File: src/rtl/axis_read_burst.sv
// AXI read-address burst generator: turns a (byte address, stream-word length) request into AR bursts.
// Optional 4 KB boundary splitting is enabled by defining AXIS_READ_4K_SPLIT_EN.
module axis_read_burst #(
  parameter int CFG_AWIDTH     = 32,
  parameter int CFG_DWIDTH     = 32,
  parameter int WIDTH_RATIO    = 2,
  parameter int AXI_ADDR_WIDTH = 32,
  parameter int AXI_DATA_WIDTH = 64,
  parameter int AXI_LEN_WIDTH  = 8,
  parameter int BURST_MAX      = 16,
  parameter int OUTSTANDING    = 4
) (
  input  logic                      clk,
  input  logic                      rst,
  input  logic [CFG_AWIDTH-1:0]     cfg_address,
  input  logic [CFG_DWIDTH-1:0]     cfg_length,
  input  logic                      cfg_valid,
  output logic                      cfg_ready,
  output logic [AXI_ADDR_WIDTH-1:0] axi_araddr,
  output logic [AXI_LEN_WIDTH-1:0]  axi_arlen,
  output logic [2:0]                axi_arsize,
  output logic [1:0]                axi_arburst,
  output logic                      axi_arvalid,
  input  logic                      axi_arready,
  input  logic                      axi_rvalid,
  input  logic                      axi_rready,
  input  logic                      axi_rlast,
  output logic                      busy
);

  localparam int BPB = AXI_DATA_WIDTH / 8;
  localparam int ASZ = $clog2(BPB);
  localparam int RSH = $clog2(WIDTH_RATIO);
  localparam int SW  = (CFG_DWIDTH > 14) ? CFG_DWIDTH : 14;
  localparam int OW  = $clog2(OUTSTANDING + 1);

  typedef enum logic [3:0] {
    CONFIG = 4'b0001,
    SETUP  = 4'b0010,
    ISSUE  = 4'b0100,
    DRAIN  = 4'b1000
  } state_t;

  state_t                    state_reg, state_next;
  logic [AXI_ADDR_WIDTH-1:0] addr_reg;
  logic [CFG_DWIDTH-1:0]     remaining_reg;
  logic [CFG_DWIDTH-1:0]     size_reg;
  logic [OW-1:0]             open_cnt_reg;
  logic [CFG_DWIDTH-1:0]     beats_in;
  logic [AXI_ADDR_WIDTH-1:0] addr_in;
  logic [SW-1:0]             size_w;
  logic                      ar_hs;
  logic                      r_done;

  assign axi_arsize  = 3'(ASZ);
  assign axi_arburst = 2'b01;
  assign ar_hs       = axi_arvalid & axi_arready;
  assign r_done      = axi_rvalid & axi_rready & axi_rlast;
  assign addr_in     = AXI_ADDR_WIDTH'(cfg_address) & ~AXI_ADDR_WIDTH'(BPB - 1);

  // Round up to whole AXI beats without risking overflow of cfg_length + ratio - 1.
  if (RSH == 0) begin : g_ratio_one
    assign beats_in = cfg_length;
  end else begin : g_ratio_many
    assign beats_in = (cfg_length >> RSH) + CFG_DWIDTH'(|cfg_length[RSH-1:0]);
  end

`ifdef AXIS_READ_4K_SPLIT_EN
  logic [SW-1:0] to_4k;
  assign to_4k = (SW'(4096) - SW'(addr_reg[11:0])) >> ASZ;
`endif

  always_comb begin
    size_w = SW'(remaining_reg);
    if (size_w > SW'(BURST_MAX)) size_w = SW'(BURST_MAX);
`ifdef AXIS_READ_4K_SPLIT_EN
    if (size_w > to_4k) size_w = to_4k;
`endif
  end

  always_ff @(posedge clk or negedge rst) begin
    if (!rst) state_reg <= CONFIG;
    else      state_reg <= state_next;
  end

  always_comb begin
    state_next = state_reg;
    cfg_ready  = 1'b0;
    busy       = 1'b1;
    case (state_reg)
      CONFIG: begin
        cfg_ready = 1'b1;
        busy      = 1'b0;
        if (cfg_valid) state_next = SETUP;
      end
      SETUP: begin
        if (remaining_reg == '0) state_next = CONFIG;
        else                     state_next = ISSUE;
      end
      ISSUE: begin
        if (ar_hs && (remaining_reg == size_reg)) state_next = DRAIN;
      end
      DRAIN: begin
        if (open_cnt_reg == '0) state_next = CONFIG;
      end
      default: state_next = CONFIG;
    endcase
  end

  // AR channel and bookkeeping. arvalid drops on every handshake, so each
  // burst is computed from the already-advanced address and remaining count.
  always_ff @(posedge clk or negedge rst) begin
    if (!rst) begin
      addr_reg      <= '0;
      remaining_reg <= '0;
      size_reg      <= '0;
      open_cnt_reg  <= '0;
      axi_arvalid   <= 1'b0;
      axi_araddr    <= '0;
      axi_arlen     <= '0;
    end else begin
      if (state_reg == CONFIG && cfg_valid) begin
        addr_reg      <= addr_in;
        remaining_reg <= beats_in;
      end

      if (ar_hs) begin
        axi_arvalid   <= 1'b0;
        addr_reg      <= addr_reg + (AXI_ADDR_WIDTH'(size_reg) << ASZ);
        remaining_reg <= remaining_reg - size_reg;
      end else if (state_reg == ISSUE && !axi_arvalid &&
                   open_cnt_reg < OW'(OUTSTANDING)) begin
        axi_arvalid <= 1'b1;
        axi_araddr  <= addr_reg;
        axi_arlen   <= AXI_LEN_WIDTH'(size_w - SW'(1));
        size_reg    <= CFG_DWIDTH'(size_w);
      end

      case ({ar_hs, r_done})
        2'b10:   open_cnt_reg <= open_cnt_reg + OW'(1);
        2'b01:   if (open_cnt_reg != '0) open_cnt_reg <= open_cnt_reg - OW'(1);
        default: open_cnt_reg <= open_cnt_reg;
      endcase
    end
  end

endmodule

File: config.mk
export PLATFORM = sky130hd
export DESIGN_NAME = axis_read_burst
export DESIGN_NICKNAME = d
export VERILOG_FILES = /design/src/rtl/axis_read_burst.sv
export SDC_FILE = /design/constraint.sdc
export NUM_CORES = 1
export LEC_CHECK = 0
export CELL_PAD_IN_SITES_DETAIL_PLACEMENT = 1
export CELL_PAD_IN_SITES_GLOBAL_PLACEMENT = 1
export CORE_MARGIN = 10
export CORE_UTILIZATION = 30
export CTS_CLUSTER_DIAMETER = 200
export DETAILED_ROUTE_END_ITERATION = 12
export HOLD_SLACK_MARGIN = 0.05
export PLACE_DENSITY = 0.71
export SYNTH_ARGS = -nofsm -noshare
export SYNTH_HDL_FRONTEND = slang
export SYNTH_SLANG_ARGS = --single-unit
File: constraint.sdc
create_clock -name clk -period 4.7 [get_ports clk]
set_input_delay 0.705 -clock clk [delete_from_list [all_inputs] [get_ports clk]]
set_output_delay 0.705 -clock clk [all_outputs]
set_load 0.01 [all_outputs]
[Yosys cells after proc, flatten, opt, wreduce, memory -nomap -nowiden]
Index checks and enable logic that the tools add are counted.
Cells by class
  $add $sub $neg: 6
  magnitude comparators: 2
  eq/ne operators: 11
  muxes and demuxes: 16
  bitwise logic cells: 4
  reductions and logical operators: 14
Operators by type and width (count)
  two-way mux 32 bit: 5
  adder 31 x 1 -> 32 bit: 1
  adder 32 bit: 1
  equality test 32 bit: 1
  > comparator 32 x 5 -> 1 bit (second input constant): 1
  logical NOT 32 bit: 1
  subtractor 32 bit: 1
  one-hot mux 4 bit (4 select lines): 1
  two-way mux 4 bit: 3
  != test 2 bit (second input constant): 4
  subtractor 8 x 1 -> 8 bit (second input constant): 1
  two-way mux 3 bit: 2
  one-hot mux 3 bit (2 select lines): 1
  nonzero test 2 bit: 3
  equality test 4 x 1 -> 1 bit (second input constant): 1
  equality test 4 x 2 -> 1 bit (second input constant): 1
  equality test 4 x 3 -> 1 bit (second input constant): 1
  equality test 4 bit (second input constant): 1
  logical AND 1 bit: 4
  two-way mux 1 bit: 4
  AND reduction 2 bit: 2
  adder 3 x 1 -> 3 bit (second input constant): 1
  AND 1 bit: 3
  logical NOT 3 bit: 1
  8 further kinds: 8
Storage, ports and cells
  flip-flop bits (word level): 144
  output and inout port bits: 48
  logic and storage cells: 61

[Depth between registers and ports, before layout]
Gate-level depths: netlist of the first run.
  word-level depth: 5
  gate-level depth with buffers: 13
  depth with buffers taken out: 13

[Worst setup path after synthesis of the first run]
No wires, ideal clock.
  kind: reg-to-reg
  from: register size_reg[0]
  to: register addr_reg[31]
  arrival time: 2.649 ns
  path slack: 1.922 ns
  stages on the path, launching flop included: 14
  path buffers: 0
  cell sequence: dfrtp_1 > ha_1 > inv_1 > fa_1 > nand2b_1 > a21oi_1 > o21ai_2 > a31oi_4 > a21oi_2 > a211oi_2 > nor3_1 > a311o_1 > mux2i_1 > nand3_1
Between the ends
  word-level cells in the longest chain between the ends: 2
Ends and longest elaborated chain
  start: declaration: RTL line 47  | logic [CFG_DWIDTH-1:0] size_reg;
  start signal: assignment: RTL line 136  | size_reg <= CFG_DWIDTH'(size_w);
  adder 32 bit: RTL line 129  | addr_reg <= addr_reg + (AXI_ADDR_WIDTH'(size_reg) << ASZ);
  two-way mux 32 bit: RTL line 127  | if (ar_hs) begin
  end signal: assignment: RTL line 123  | addr_reg <= addr_in;
  end signal: assignment: RTL line 129
  end: declaration: RTL line 45  | logic [AXI_ADDR_WIDTH-1:0] addr_reg;
Every way passes these cells.
A chain may end at the register's enable or synchronous reset.

[Worst setup path in the final report of the first run]
Same ends and word-level chain as after synthesis.

==> results.py, run 1 <==
metrics = {
    "outcome": {
        "outcome": "complete, no violations",
    },
    "cts": {
        "cts_tree": "yes",
        "clock_latency_ns": 0.43,
        "post-cts-setup-buffers": 0,
        "cts_buffer_depth": 2,
        "cts_resized": 0,
        "htree_levels": 4,
        "clock_sinks": 138,
        "clk_pin_slew_ns": 0.07,
        "tritoncts.num_buffers": 17,
        "cts_root_buf": "clkbuf_16",
        "ctsHoldBuffers": 0,
    },
    "logic_synthesis": {
        "synth_top_family_by_area": "compound AO/OA/AOI/OAI gates",
        "yosys.cell_types.count": 67,
        "synth-seq-cells": 138,
        "synth_warnings": 0,
        "synth-xor-area-share_pct": 7.230,
        "synthAdderAreaFrac_pct": 8.845,
        "synthCells": 1095,
        "syn_area_um2": 9449,
        "ys_seq_area_share_pct": 36.56,
        "synth.area.mux_share_pct": 3.986,
        "synth_edf_count": 0,
        "ys_async_sr_fraction_pct": 100.0,
        "synth_simple_gate_area_share_pct": 16.88,
        "synth_flop_cell": "dfrtp_1",
        "synth_compound_area_share_pct": 21.45,
        "synth.avg_cell_area_um2": 8.629,
    },
    "final_layout": {
        "drive_gt1_share_pct": 7.653,
        "stdcell_area_um2": 11480,
        "final_common_cell": "nand2_1",
        "num_antenna_cells": 0,
        "nets": 1312,
        "syn_to_final_growth_pct": 21.50,
        "final_cell_mix": "nand2_1 (142), dfrtp_1 (137), clkdlybuf4s50_1 (106)",
    },
    "sta": {
        "setup-tns-final_ns": 0,
        "max_freq_ghz": 0.2832,
        "relSlewSlack_pct": 55.09,
        "finalCritPeriodShare_pct": 75.13,
        "final_hold_viol_count": 0,
        "setup_viol": 0,
        "rsz0062_at_grt": "false",
        "final.min_clock_period_ns": 3.531,
        "layout_setup_ws_ns": 1.169,
        "final_max_slew_viol_count": 0,
        "finClkSkew_ns": 0.01379,
        "worst_pin_slew_ns": 0.6696,
    },
    "detailed_routing": {
        "drc": 0,
        "vias": 8293,
        "ant_nets": 0,
        "dr_wl_met2_um": 14590,
        "wl_met1_um": 13580,
        "drt-pass1-iter-count": 4,
        "route.met3.wl_um": 1169,
        "highest_layer": "met4",
        "finalWirelength_um": 29700,
        "drt_iter0_markers": 497,
        "vias_per_cell": 5.232,
        "wl_per_cell_um": 18.74,
    },
    "die": {
        "coreArea_um2": 30830,
        "io_pins": 119,
        "dieArea_um2": 39000,
        "die-height_um": 197.5,
        "die_w_um": 197.5,
        "num_rows": 64,
        "initial_core_util_pct": 30.65,
    },
    "grt": {
        "gr-total-overflow": 0,
        "grt_pass1_vias": 8926,
        "antenna_found_initial": 0,
        "grt_max_degree": 73,
        "grt_pass1_wl_um": 48400,
        "grt_util_all_layers_pct": 15.36,
    },
    "power": {
        "cellPowerDensity_nw_per_um2": 599.5,
        "ir_drop_mv": 0.3093,
        "p_leak_nw": 4.908,
    },
    "worst_setup_path": {
        "end_kind": "flop",
        "worstPathRequired_ns": 5.00,
        "critPathArrivalTime_ns": 3.83,
        "crit_type": "reg -> reg",
        "cp_max_fo": 4,
        "cp-start-kind": "flop",
    },
    "placed_design": {
        "pre_cts_ws_ns": 1.198,
        "place_hpwl_um": 22520,
        "place.gp.congestion": 0.8794,
        "port-buffer-count": 107,
        "placed_area_um2": 10890,
    },
    "flow_run": {
        "max_cap_viol_count": 0,
    },
    "min_path": {
        "hp-class": "in -> async",
    },
}
cells in the mapped netlist, drive strengths merged (20+ instances only):
library cell,count,area (um^2)
a21o,33,249.0
a21oi,99,499.2
a31oi,27,183.9
clkbuf,50,187.7
dfrtp,137,3428
ha,62,775.7
inv,56,210.2
mux2,29,326.6
nand2,144,540.5
nand3,35,175.2
nor2,65,244.0
nor3,20,100.1
o211ai,24,180.2
o21ai,74,377.9
xnor2,36,315.3
xor2,42,367.9
worst max-delay path, cell delays in order (launching register included):
cell      delay (ns)
dfrtp_1         0.42
ha_1            0.21
inv_1           0.06
fa_1            0.45
nand2b_1        0.23
a21oi_1         0.33
o21ai_2         0.20
a31oi_4         0.30
a21oi_2         0.14
a211oi_2        0.27
nor3_1          0.08
a311o_1         0.43
mux2i_1         0.19
nand3_1         0.09
routing by layer:
metal	GRT usage (%)	vias up
met1	19.58	4131
li1	-	4031
met3	2.470	21
met5	0	-
met2	26.24	110
met4	4.329	0
cell families after synthesis:
family,count (synthesis)
simple gates,344
mux,34
other cells,2
xor+xnor,78
buf+inv,117
fa+ha+maj,65
flops,138
compound gates,317
final cells by class:
class / count / area, um^2
clock buffers: 19 / 452.9
clock inverters: 13 / 141.4
fillers: 3579 / 19350
inverters: 56 / 210.2
multi-input cells: 846 / 5567
flip-flops and latches: 138 / 3455
well taps: 396 / 495.5
repair buffers: 117 / 1160
final timing paths:
kind,start,to,slack (ns),cells past startpoint
hold / removal,rst,axi_arlen[2],0.21,1
setup / recovery,size_reg[0],addr_reg[31],1.17,13
setup reg to reg,size_reg[0],addr_reg[31],1.17,13
min in group clk,axi_arlen[4],axi_arlen[4],0.49,2
max in group asynchronous,rst,axi_araddr[17],3.48,2
hold reg to reg,axi_arlen[4],axi_arlen[4],0.49,2
power by group:
group | internal, W | switching [W] | total [W]
clock network | 0.000813 | 0.000559 | 0.00137
registers | 0.00163 | 0.000407 | 0.00204
logic | 0.00153 | 0.00195 | 0.00347
total | 0.00397 | 0.00291 | 0.00688
through the flow:
| stage | total power (W) | utilization, % | instances | hold slack, ns |
|---|---|---|---|---|
| after floorplan | 0.004308 | - | 1101 | 0.4094 |
| after detailed placement | 0.005522 | 35.31 | 1553 | 0.4775 |
| after global routing | 0.007434 | 37.24 | 1585 | 0.2469 |
| final | 0.006883 | 37.24 | 1585 | 0.2071 |
| after global placement | 0.005386 | 35.31 | 1553 | 0.4631 |
| after CTS | 0.006946 | 37.24 | 1585 | 0.2421 |
Power figures use the tool's default switching activity.
==> inputs of run 2 (changes only) <==
Clock period 4.7 ns to 3.5 ns, I/O delays scaled along.
==> results.py, run 2 (synthesis results as in run 1) <==
metrics = {
    "worst_setup_path": {
        "worstPathRequired_ns": 3.82,
        "crit_path_start": "size_reg[0]",
        "end_kind": "flop",
        "r2r_start": "size_reg[0]",
        "crit_type": "reg -> reg",
        "cp_max_fo": 3,
        "cp-start-kind": "flop",
        "critPathArrivalTime_ns": 3.56,
    },
    "power": {
        "swShare_pct": 42.29,
        "p_seq_share_pct": 29.1,
        "internal_power_w": 0.005381,
        "pwr-share-clk_pct": 20.4,
        "cellPowerDensity_nw_per_um2": 804.5,
        "comb_power_share_pct": 50.5,
        "p_leak_nw": 4.977,
        "ir_drop_mv": 0.4067,
        "switching_power_w": 0.003944,
        "power_w": 0.009324,
    },
    "final_layout": {
        "utilization_pct": 37.59,
        "drive_gt1_share_pct": 8.659,
        "num_antenna_cells": 0,
        "final_cell_mix": "nand2_1 (142), dfrtp_1 (137), clkdlybuf4s50_1 (106)",
        "nets": 1324,
        "multi_input_area_um2": 5570,
        "final_common_cell": "nand2_1",
        "regArea_um2": 3455,
        "fillers": 3594,
        "syn_to_final_growth_pct": 22.66,
    },
    "detailed_routing": {
        "drt-pass1-iter-count": 4,
        "drt_iter0_markers": 477,
        "finalWirelength_um": 29370,
        "wl_per_cell_um": 18.39,
        "vias_per_cell": 5.239,
        "drc": 0,
        "ant_nets": 0,
        "vias": 8367,
    },
    "die": {
        "die_w_um": 197.5,
        "io_pins": 119,
        "num_rows": 64,
        "initial_core_util_pct": 30.65,
        "coreArea_um2": 30830,
        "die-height_um": 197.5,
        "dieArea_um2": 39000,
    },
    "grt": {
        "top_usage_layer": "met2",
        "grt_pass1_wl_um": 48530,
        "grt_max_degree": 68,
        "grt_pass1_vias": 8917,
        "grt.met3_usage_pct": 2.521,
        "antenna_found_initial": 0,
        "grt_util_all_layers_pct": 15.38,
        "grtUsageMet2_pct": 25.81,
        "gr-total-overflow": 0,
        "met1_usage_pct": 20.13,
    },
    "outcome": {
        "outcome": "complete, no violations",
    },
    "placed_design": {
        "place_hpwl_um": 22780,
        "place.gp.congestion": 0.8796,
        "port-buffer-count": 107,
        "pre_cts_ws_ns": 0.2174,
    },
    "cts": {
        "cts_buffer_depth": 2,
        "clk_pin_slew_ns": 0.07,
        "tritoncts.num_buffers": 17,
        "clock_sinks": 138,
        "htree_levels": 4,
        "ctsHoldBuffers": 0,
        "cts_tree": "yes",
        "post-cts-setup-buffers": 0,
        "clock_latency_ns": 0.44,
        "cts_root_buf": "clkbuf_16",
    },
    "sta": {
        "finalCritPeriodShare_pct": 92.53,
        "layout_setup_ws_ns": 0.2615,
        "setup-tns-final_ns": 0,
        "finClkSkew_ns": 0.01481,
        "worst_pin_slew_ns": 0.8510,
        "max_freq_ghz": 0.3088,
        "hold_ws_ns": 0.04270,
        "rsz0062_at_grt": "false",
        "relSlewSlack_pct": 42.75,
        "setup_viol": 0,
        "final.min_clock_period_ns": 3.239,
        "final_hold_viol_count": 0,
        "final_max_slew_viol_count": 0,
    },
    "min_path": {
        "hp-class": "in -> async",
    },
    "flow_run": {
        "max_cap_viol_count": 0,
    },
}
-- run 2: final cells by class --
class	instances	share of cell area [%]
clock buffer	19	3.908
clock inverter	13	1.349
inverter	56	1.814
multi-input combinational	846	48.06
sequential	138	29.81
tap	396	4.275
timing repair buffer	129	10.78
-- run 2: worst max-delay path, stage by stage (launching register included) --
cell	delay, ns
dfrtp_1	0.41
ha_1	0.20
inv_1	0.07
fa_1	0.45
nand2b_1	0.23
a21oi_2	0.20
o21ai_2	0.14
a31oi_4	0.24
a21oi_2	0.12
a211oi_2	0.26
nor3_1	0.10
a311o_1	0.42
mux2i_1	0.20
nand3_1	0.08
-- run 2: layer usage --
metal	vias to the layer above	wire length, um
li1	4079	-
met1	4153	14010
met2	110	14030
met3	25	1016
met4	0	316
met5	-	0
-- run 2: power groups by stage --
| stage | clock, W | combinational (W) | sequential [W] |
|---|---|---|---|
| after floorplan | 0 | 0.00315 | 0.00264 |
| after detailed placement | 0 | 0.00470 | 0.00274 |
| after global placement | 0 | 0.00457 | 0.00272 |
| final | 0.00190 | 0.00471 | 0.00272 |
| after CTS | 0.00194 | 0.00474 | 0.00272 |
| after global routing | 0.00201 | 0.00528 | 0.00281 |
-- run 2: repair_timing --
action | 4_1_cts | 5_1_grt
endpoints found under the setup margin | 0 | 1
hold endpoints to repair | 0 | 0
gates resized for setup | 0 | 1
-- run 2: worst paths after layout --
| path | end | slack, ns | depth (start not counted) |
|---|---|---|---|
| worst max-delay path | addr_reg[31] | 0.26 | 13 |
| worst min-delay path | axi_arlen[1] | 0.04 | 1 |
| worst max register to register | addr_reg[31] | 0.26 | 13 |
| worst min register to register | axi_arlen[3] | 0.49 | 1 |
| max in group asynchronous | addr_reg[20] | 2.60 | 2 |
| min in group clk | axi_arlen[3] | 0.49 | 1 |
-- run 2: per-stage QoR --
step / area (um^2) / std cells
after floorplan: 9472 / 1101
after global placement: 10980 / 1565
after detailed placement: 10980 / 1565
after CTS: 11590 / 1597
after global routing: 11590 / 1597
final: 11590 / 1597
==> inputs of run 3 (changes only) <==
Settings changed: CORE_UTILIZATION 30 to 44, CTS_BUF_LIST set to sky130_fd_sc_hd__clkbuf_2, PLACE_DENSITY 0.71 to 0.94.
==> results.py, run 3 (synthesis results as in run 1) <==
metrics = {
    "sta": {
        "max_freq_ghz": 0.2997,
        "rsz0062_at_grt": "false",
        "relSlewSlack_pct": 51.49,
        "setup-tns-final_ns": 0,
        "setup_viol": 0,
        "worst_pin_slew_ns": 0.7233,
        "final.min_clock_period_ns": 3.336,
        "final_hold_viol_count": 0,
        "finalCritPeriodShare_pct": 95.32,
        "final_max_slew_viol_count": 0,
        "finClkSkew_ns": 0.04032,
    },
    "min_path": {
        "hp-class": "in -> async",
    },
    "worst_setup_path": {
        "end_kind": "flop",
        "cp_max_fo": 4,
        "critPathArrivalTime_ns": 4.07,
        "crit_type": "reg -> reg",
        "cp-start-kind": "flop",
        "worstPathRequired_ns": 4.24,
    },
    "grt": {
        "grt_util_all_layers_pct": 21.23,
        "grt_pass1_vias": 9352,
        "grt_max_degree": 78,
        "antenna_found_initial": 1,
        "grt_pass1_wl_um": 49360,
        "gr-total-overflow": 0,
    },
    "final_layout": {
        "syn_to_final_growth_pct": 17.13,
        "drive_gt1_share_pct": 8.278,
        "nets": 1319,
        "final_common_cell": "nand2_1",
        "final_cell_mix": "nand2_1 (142), dfrtp_1 (137), clkdlybuf4s50_1 (106)",
        "utilization_pct": 52.49,
        "stdcell_count": 1472,
    },
    "outcome": {
        "outcome": "complete, no violations",
    },
    "flow_run": {
        "max_cap_viol_count": 0,
    },
    "cts": {
        "clock_sinks": 138,
        "tritoncts.num_buffers": 17,
        "cts_root_buf": "clkbuf_2",
        "cts_tree": "yes",
        "post-cts-setup-buffers": 0,
        "clock_latency_ns": 0.83,
        "clk_pin_slew_ns": 0.26,
        "htree_levels": 4,
        "cts_buffer_depth": 2,
    },
    "detailed_routing": {
        "drt_iter0_markers": 690,
        "ant_nets": 0,
        "highest_layer": "met4",
        "drt-pass1-iter-count": 4,
        "drc": 0,
        "wl_per_cell_um": 20.57,
        "vias": 8715,
        "route.met3.wl_um": 1461,
        "dr_wl_met2_um": 14880,
        "finalWirelength_um": 30280,
        "wl_met1_um": 13180,
        "vias_per_cell": 5.921,
    },
    "placed_design": {
        "place.gp.congestion": 0.9429,
        "dpl.cell_count": 1438,
        "place_hpwl_um": 22620,
        "port-buffer-count": 107,
    },
    "die": {
        "die-height_um": 166.5,
        "coreArea_um2": 21090,
        "io_pins": 119,
        "die_w_um": 166.5,
        "dieArea_um2": 27740,
        "num_rows": 53,
        "initial_core_util_pct": 44.81,
    },
    "power": {
        "p_leak_nw": 4.799,
        "cellPowerDensity_nw_per_um2": 780.1,
        "ir_drop_mv": 0.3674,
    },
}
-- run 3: cell types whose count changed in the layout (fill, tap and decap cells not counted) --
| cell | before | now |
|---|---|---|
| a31oi_1 | 26 | 25 |
| a31oi_2 | 0 | 1 |
| buf_12 | 1 | 2 |
| buf_4 | 21 | 14 |
| clkbuf_16 | 17 | 0 |
| clkbuf_2 | 0 | 17 |
| clkbuf_8 | 2 | 0 |
| clkinv_2 | 0 | 1 |
| clkinv_4 | 3 | 4 |
| clkinvlp_4 | 2 | 4 |
| diode_2 | 0 | 1 |
| dlygate4sd3_1 | 0 | 1 |
| inv_6 | 5 | 3 |
-- run 3: worst paths after layout --
path	from	endpoint	slack [ns]	depth (start not counted)
min in group clk	cfg_address[23]	addr_reg[23]	0.25	3
worst min-delay path	rst	axi_arlen[3]	0.20	2
worst min register to register	axi_arlen[6]	axi_arlen[6]	0.52	2
worst max register to register	size_reg[1]	remaining_reg[25]	0.16	12
worst max-delay path	size_reg[1]	remaining_reg[25]	0.16	12
max in group asynchronous	rst	state_reg[0]	2.41	3
-- run 3: timing repair --
action,4_1_cts,5_1_grt
resized for setup,0,2
hold buffers,1,0
hold endpoints to repair,61,0
setup endpoints to repair,0,2
-- run 3: where the power goes --
group	leakage (nW)	internal (W)	total, W	switching (W)
sequential	1.74	0.00218	0.00275	0.000571
clock	0.139	0.000342	0.00104	0.000697
combinational	2.92	0.00207	0.00484	0.00277
total	4.80	0.00459	0.00863	0.00404
-- run 3: cell type report --
class / instances / area, um^2
Antenna cell: 1 / 2.502
Fill cell: 2528 / 10020
Clock inverter: 15 / 167.7
Tap cell: 275 / 344.1
Inverter: 56 / 210.2
Timing Repair Buffer: 124 / 1227
Multi-Input combinational cell: 846 / 5577
Sequential cell: 138 / 3455
Clock buffer: 17 / 85.08
-- run 3: layer usage --
layer,track usage [%],vias up
met5,0,-
met4,7.866,0
met3,4.354,60
met2,36.41,248
met1,25.67,4335
li1,-,4072
-- run 3: worst max-delay path: stages, from the launching register on --
cell	delay, ns
dfrtp_1	0.49
inv_1	0.13
ha_1	0.31
nor2b_1	0.15
o31a_1	0.28
o21ai_1	0.29
a21oi_1	0.17
or2_1	0.30
o41a_1	0.42
a31oi_2	0.27
o21ai_0	0.17
xnor2_1	0.15
o21ai_0	0.15
-- run 3: metrics by stage --
stage	total power, W	hold slack [ns]	setup slack (ns)	area, um^2
floorplan	0.005786	0.2294	0.7225	9472
global placement	0.007142	0.4604	0.3519	10790
detailed placement	0.007474	0.4737	0.2523	10790
CTS	0.008572	0.1798	0.1448	11060
global route	0.009233	0.2331	0.01055	11070
finish	0.008634	0.1956	0.1639	11070
==> patch 1: new RTL, config.mk and constraints of run 3 <==
Change the parameter `AXI_ADDR_WIDTH` from 32 to 64.
--- a/src/rtl/axis_read_burst.sv
+++ b/src/rtl/axis_read_burst.sv
@@ -6,3 +6,3 @@
   parameter int WIDTH_RATIO    = 2,
-  parameter int AXI_ADDR_WIDTH = 32,
+  parameter int AXI_ADDR_WIDTH = 64,
   parameter int AXI_DATA_WIDTH = 64,
Interface: changed (resized axi_araddr); port bits go from 119 to 151. The function was not compared with the original's and may differ.
==> patch 1 against run 3 <==
- synthesized area rose by 30%
- sequential cell count rose by 64
- setup slack got worse by 0.044 ns
- power rose by 8.9%
- wire length rose by 33%
- synthesized cell count rose by 21%
- cell area rose by 33%
- hold slack improved by 0.014 ns
- critical endpoint is now cfg_ready
- largest cell class unchanged
- highest routed layer unchanged
==> patch 1: results (changes against run 3) <==
- Port Buffers: 139 (+30%)
- Mapped Cells: 1,322 (+21%)
- Synth cell count leaders: dfrtp_1 (201), nand2_1 (179), a21oi_1 (96)
- CTS H-tree depth: 2 (-2)
- Post-Place Cells: 1,813 (+26%)
- Initial DRC Count: 676 (-2.0%)
- Total GRT Usage: 22.6% (+1.3 points)
- Worst-path clk slew: 0.13 ns (-0.13 ns)
- CTS buffer count: 54 (+37)
- GRT met2 Usage: 40.4% (+4.0 points)
- Max rail drop VDD: 343 uV (-6.7%)
- R2r setup slk: 0.13 ns (-0.03 ns)
- Share of cells above drive strength 1: 12.7% (+4.4 points)
- Met1 Use GR: 26.3% (+0.62 points)
- Hold Crit Class: in -> reg
- Sequential-to-total area share from yosys stat: 41.1% (+4.5 points)
- Fill cells: 3,265 (+29%)
- GR Util met3: 5.28% (+0.92 points)
- Vias per cell: 5.85 (-1.2%)
- Skew-Pair Late Insertion Delay: 0.89 ns (+0.06 ns)
- NumNets Final: 1,633 (+24%)
- Initial antenna violation count: 2 (+1)
- Ranking of synthesized cells by area: dfrtp_1 (41%), ha_1 (6.7%), nand2_1 (5.5%)
- Status: complete, no violations
- CTS Buffer Depth: 3 (+1)
patch 1: cell families after synthesis:
kind of cell / after synthesis / synth area share [%]
XOR/XNOR: 78 / 5.55
other: 2 / 0.0610
buffers and inverters: 117 / 3.94
adder cells (fa/ha/maj): 69 / 7.19
flip-flops: 202 / 41.1
AND/OR/NAND/NOR: 417 / 16.2
AO/OA/AOI/OAI: 362 / 19.3
multiplexers: 75 / 6.70
patch 1: per-layer routing:
metal / vias to the layer above / wire (um)
met4: 0 / 896
met5: - / 0
met2: 320 / 20400
li1: 5149 / -
met3: 70 / 2490
met1: 5653 / 16400
patch 1: area by class of cell:
class	instances	area (um2)	share of cell area [%]
Multi-Input combinational cell	1009	6840	46.3
Timing Repair Buffer	169	1690	11.4
Sequential cell	202	5060	34.2
Tap cell	378	473	3.20
Clock buffer	74	370	2.51
Inverter	57	214	1.45
Antenna cell	3	7.51	0.0508
Clock inverter	22	120	0.813
patch 1: power breakdown:
| part | switching [W] | total [W] | internal [W] |
|---|---|---|---|
| Clock | 0.00107 | 0.00173 | 0.000658 |
| Sequential | 0.000503 | 0.00335 | 0.00285 |
| Combinational | 0.00247 | 0.00432 | 0.00185 |
| Total | 0.00405 | 0.00941 | 0.00536 |
patch 1: final timing paths:
check                      cells after the start      startpoint             end
setup / recovery                               3    state_reg[0]       cfg_ready
hold reg to reg                                1    axi_arlen[3]    axi_arlen[3]
hold / removal                                 3  cfg_address[7]     addr_reg[7]
max in group asynchronous                      3             rst  axi_araddr[28]
setup reg to reg                              10    addr_reg[20]    addr_reg[54]
min in group asynchronous                      2             rst  axi_araddr[57]
patch 1: critical path, cell delays in order (launching register included):
cell,delay (ns)
dfstp_2,0.61
inv_1,0.08
nor4_1,0.64
clkdlybuf4s50_1,0.67
patch 1: what timing repair did:
item                                    CTS  global route
endpoints found under the hold margin    90             0
resized for setup                         2             2
endpoints found under the setup margin    7             7
pin swaps                                 0             1
setup buffers                             0             1
hold buffers                              1             0
patch 1: stage by stage:
| step | cell area, um2 | TNS (ns) | setup slack, ns | hold WS [ns] |
|---|---|---|---|---|
| after floorplan | 12300 | 0 | 0.572 | 0.229 |
| after global placement | 14200 | 0 | 0.151 | 0.460 |
| after detailed placement | 14200 | -0.899 | -0.208 | 0.468 |
| after CTS | 14700 | 0 | 0.0319 | 0.167 |
| after global routing | 14800 | 0 | 0.0272 | 0.185 |
| final | 14800 | 0 | 0.120 | 0.209 |
==> patch 2: new RTL, flow settings as in run 3 <==
Without the edit above. Re-encode `state_t` (4 states) as binary, 2 bits wide.
--- a/src/rtl/axis_read_burst.sv
+++ b/src/rtl/axis_read_burst.sv
@@ -36,7 +36,7 @@
 
-  typedef enum logic [3:0] {
-    CONFIG = 4'b0001,
-    SETUP  = 4'b0010,
-    ISSUE  = 4'b0100,
-    DRAIN  = 4'b1000
+  typedef enum logic [1:0] {
+    CONFIG = 2'd0,
+    SETUP  = 2'd1,
+    ISSUE  = 2'd2,
+    DRAIN  = 2'd3
   } state_t;
Check against the original RTL: same outputs for any inputs over 4 cycles, from zero or initial values and one cycle with rst low; so few cycles prove little.
==> patch 2 against run 3 <==
- setup slack gained 0.10 ns
- maximum frequency increased by 3.1%
- sequential cell count decreased by 2
- wire length shrank 5.2%
- via count up 0.54%
- non-clock buffer count fell by 6
- synthesized area is 0.77% lower
- sequential share of layout area about the same
- cell area down 1.5%
- global-route usage fell by 0.69 points
- sequential power about the same
- power is 3.3% higher
- clock skew rose by 0.0035 ns
- highest routed layer unchanged
==> patch 2: results (changes against run 3) <==
- Status: complete, no violations
- Initial DRC Count: 632 (-8.4%)
- Vias per cell: 5.78 (-2.4%)
- Final Wtd Congestion: 0.949 (+0.67%)
- Distinct cell type count of the synthesized netlist: 69 (+3.0%)
- Synth cell count leaders: nand2_1 (220), dfrtp_1 (136), nor2_1 (87)
- Area of the multi-input gates: 0.00553 mm2 (-0.90%)
- GR Util met3: 3.27% (-1.1 points)
- Skew-Pair Late Insertion Delay: 0.80 ns (-0.03 ns)
- Register area: 0.00340 mm2 (-1.5%)
- Reg2reg end: addr_reg[29]
- Mux cell area share after synthesis: 0.427% (-3.6 points)
- Largest net degree at the start of global routing: 96 (+23%)
- Wirelength per Cell: 18.9 um (-8.0%)
- Vias in the first global route: 9,081 (-2.9%)
- Synth Area in Adders: 8.91% (+0.068 points)
- Post-DP HPWL: 21.8 mm (-3.4%)
- Worst-path clk slew: 0.23 ns (-0.03 ns)
- First-pass GRT wire length: 47.5 mm (-3.8%)
- Sequential-to-total area share from yosys stat: 36.3% (-0.26 points)
- Num sequential: 136 (-1.4%)
- Data arrival, critical path: 3.92 ns (-0.15 ns)
- Ranking of synthesized cells by area: dfrtp_1 (36%), nand2_1 (8.8%), ha_1 (8.3%)
- R2r setup slk: 0.26 ns (+0.10 ns)
- Total GRT Usage: 20.5% (-0.69 points)
- Multi-input logic cell count: 907 (+7.2%)
- Hold Crit Class: in -> reg
- Fill cells: 2,556 (+1.1%)
- Worst Skew: 0.0438 ns (+0.00351 ns)
- Clk cell area share: 2.31% (+0.024 points)
- Largest family of logic cells by synthesized area: simple AND/OR/NAND/NOR gates
- Non-CTS buffers: 118 (-4.8%)
- Leakage: 4.81 nW (+0.17%)
- Clk_buf instances: 19 (+2)
- Max rail drop VDD: 238 uV (-35%)
- NumNets Final: 1,366 (+3.6%)
- Synth Area in Compound Gates: 19.6% (-1.8 points)
- Met1 Use GR: 27.7% (+2.0 points)
## patch 2: power breakdown
part           switching [W]  internal, W
clock network       0.000615     0.000459
logic                0.00297      0.00213
registers           0.000598      0.00215
total                0.00418      0.00474
## patch 2: stage by stage
| stage | cells | instance area [um2] | hold WS, ns |
|---|---|---|---|
| finish | 1517 | 10900 | 0.278 |
| global route | 1517 | 10900 | 0.263 |
| CTS | 1516 | 10900 | 0.247 |
| detailed placement | 1485 | 10600 | 0.467 |
| global placement | 1485 | 10600 | 0.460 |
| floorplan | 1158 | 9400 | 0.229 |
## patch 2: per-layer routing
| layer | up-vias | part of all wire [%] |
|---|---|---|
| met5 | - | 0 |
| met3 | 40 | 4.6 |
| met1 | 4312 | 47 |
| met2 | 234 | 46 |
| li1 | 4176 | - |
| met4 | 0 | 2.1 |
## patch 2: logic make-up after synthesis
kind of cell	Yosys count
AOI/OAI and AO/OA	289
xor gates and xnor gates	75
adders and majority gates	65
buffers and inverters	115
DFF	136
muxes	4
other	2
and+or+nand+nor	466
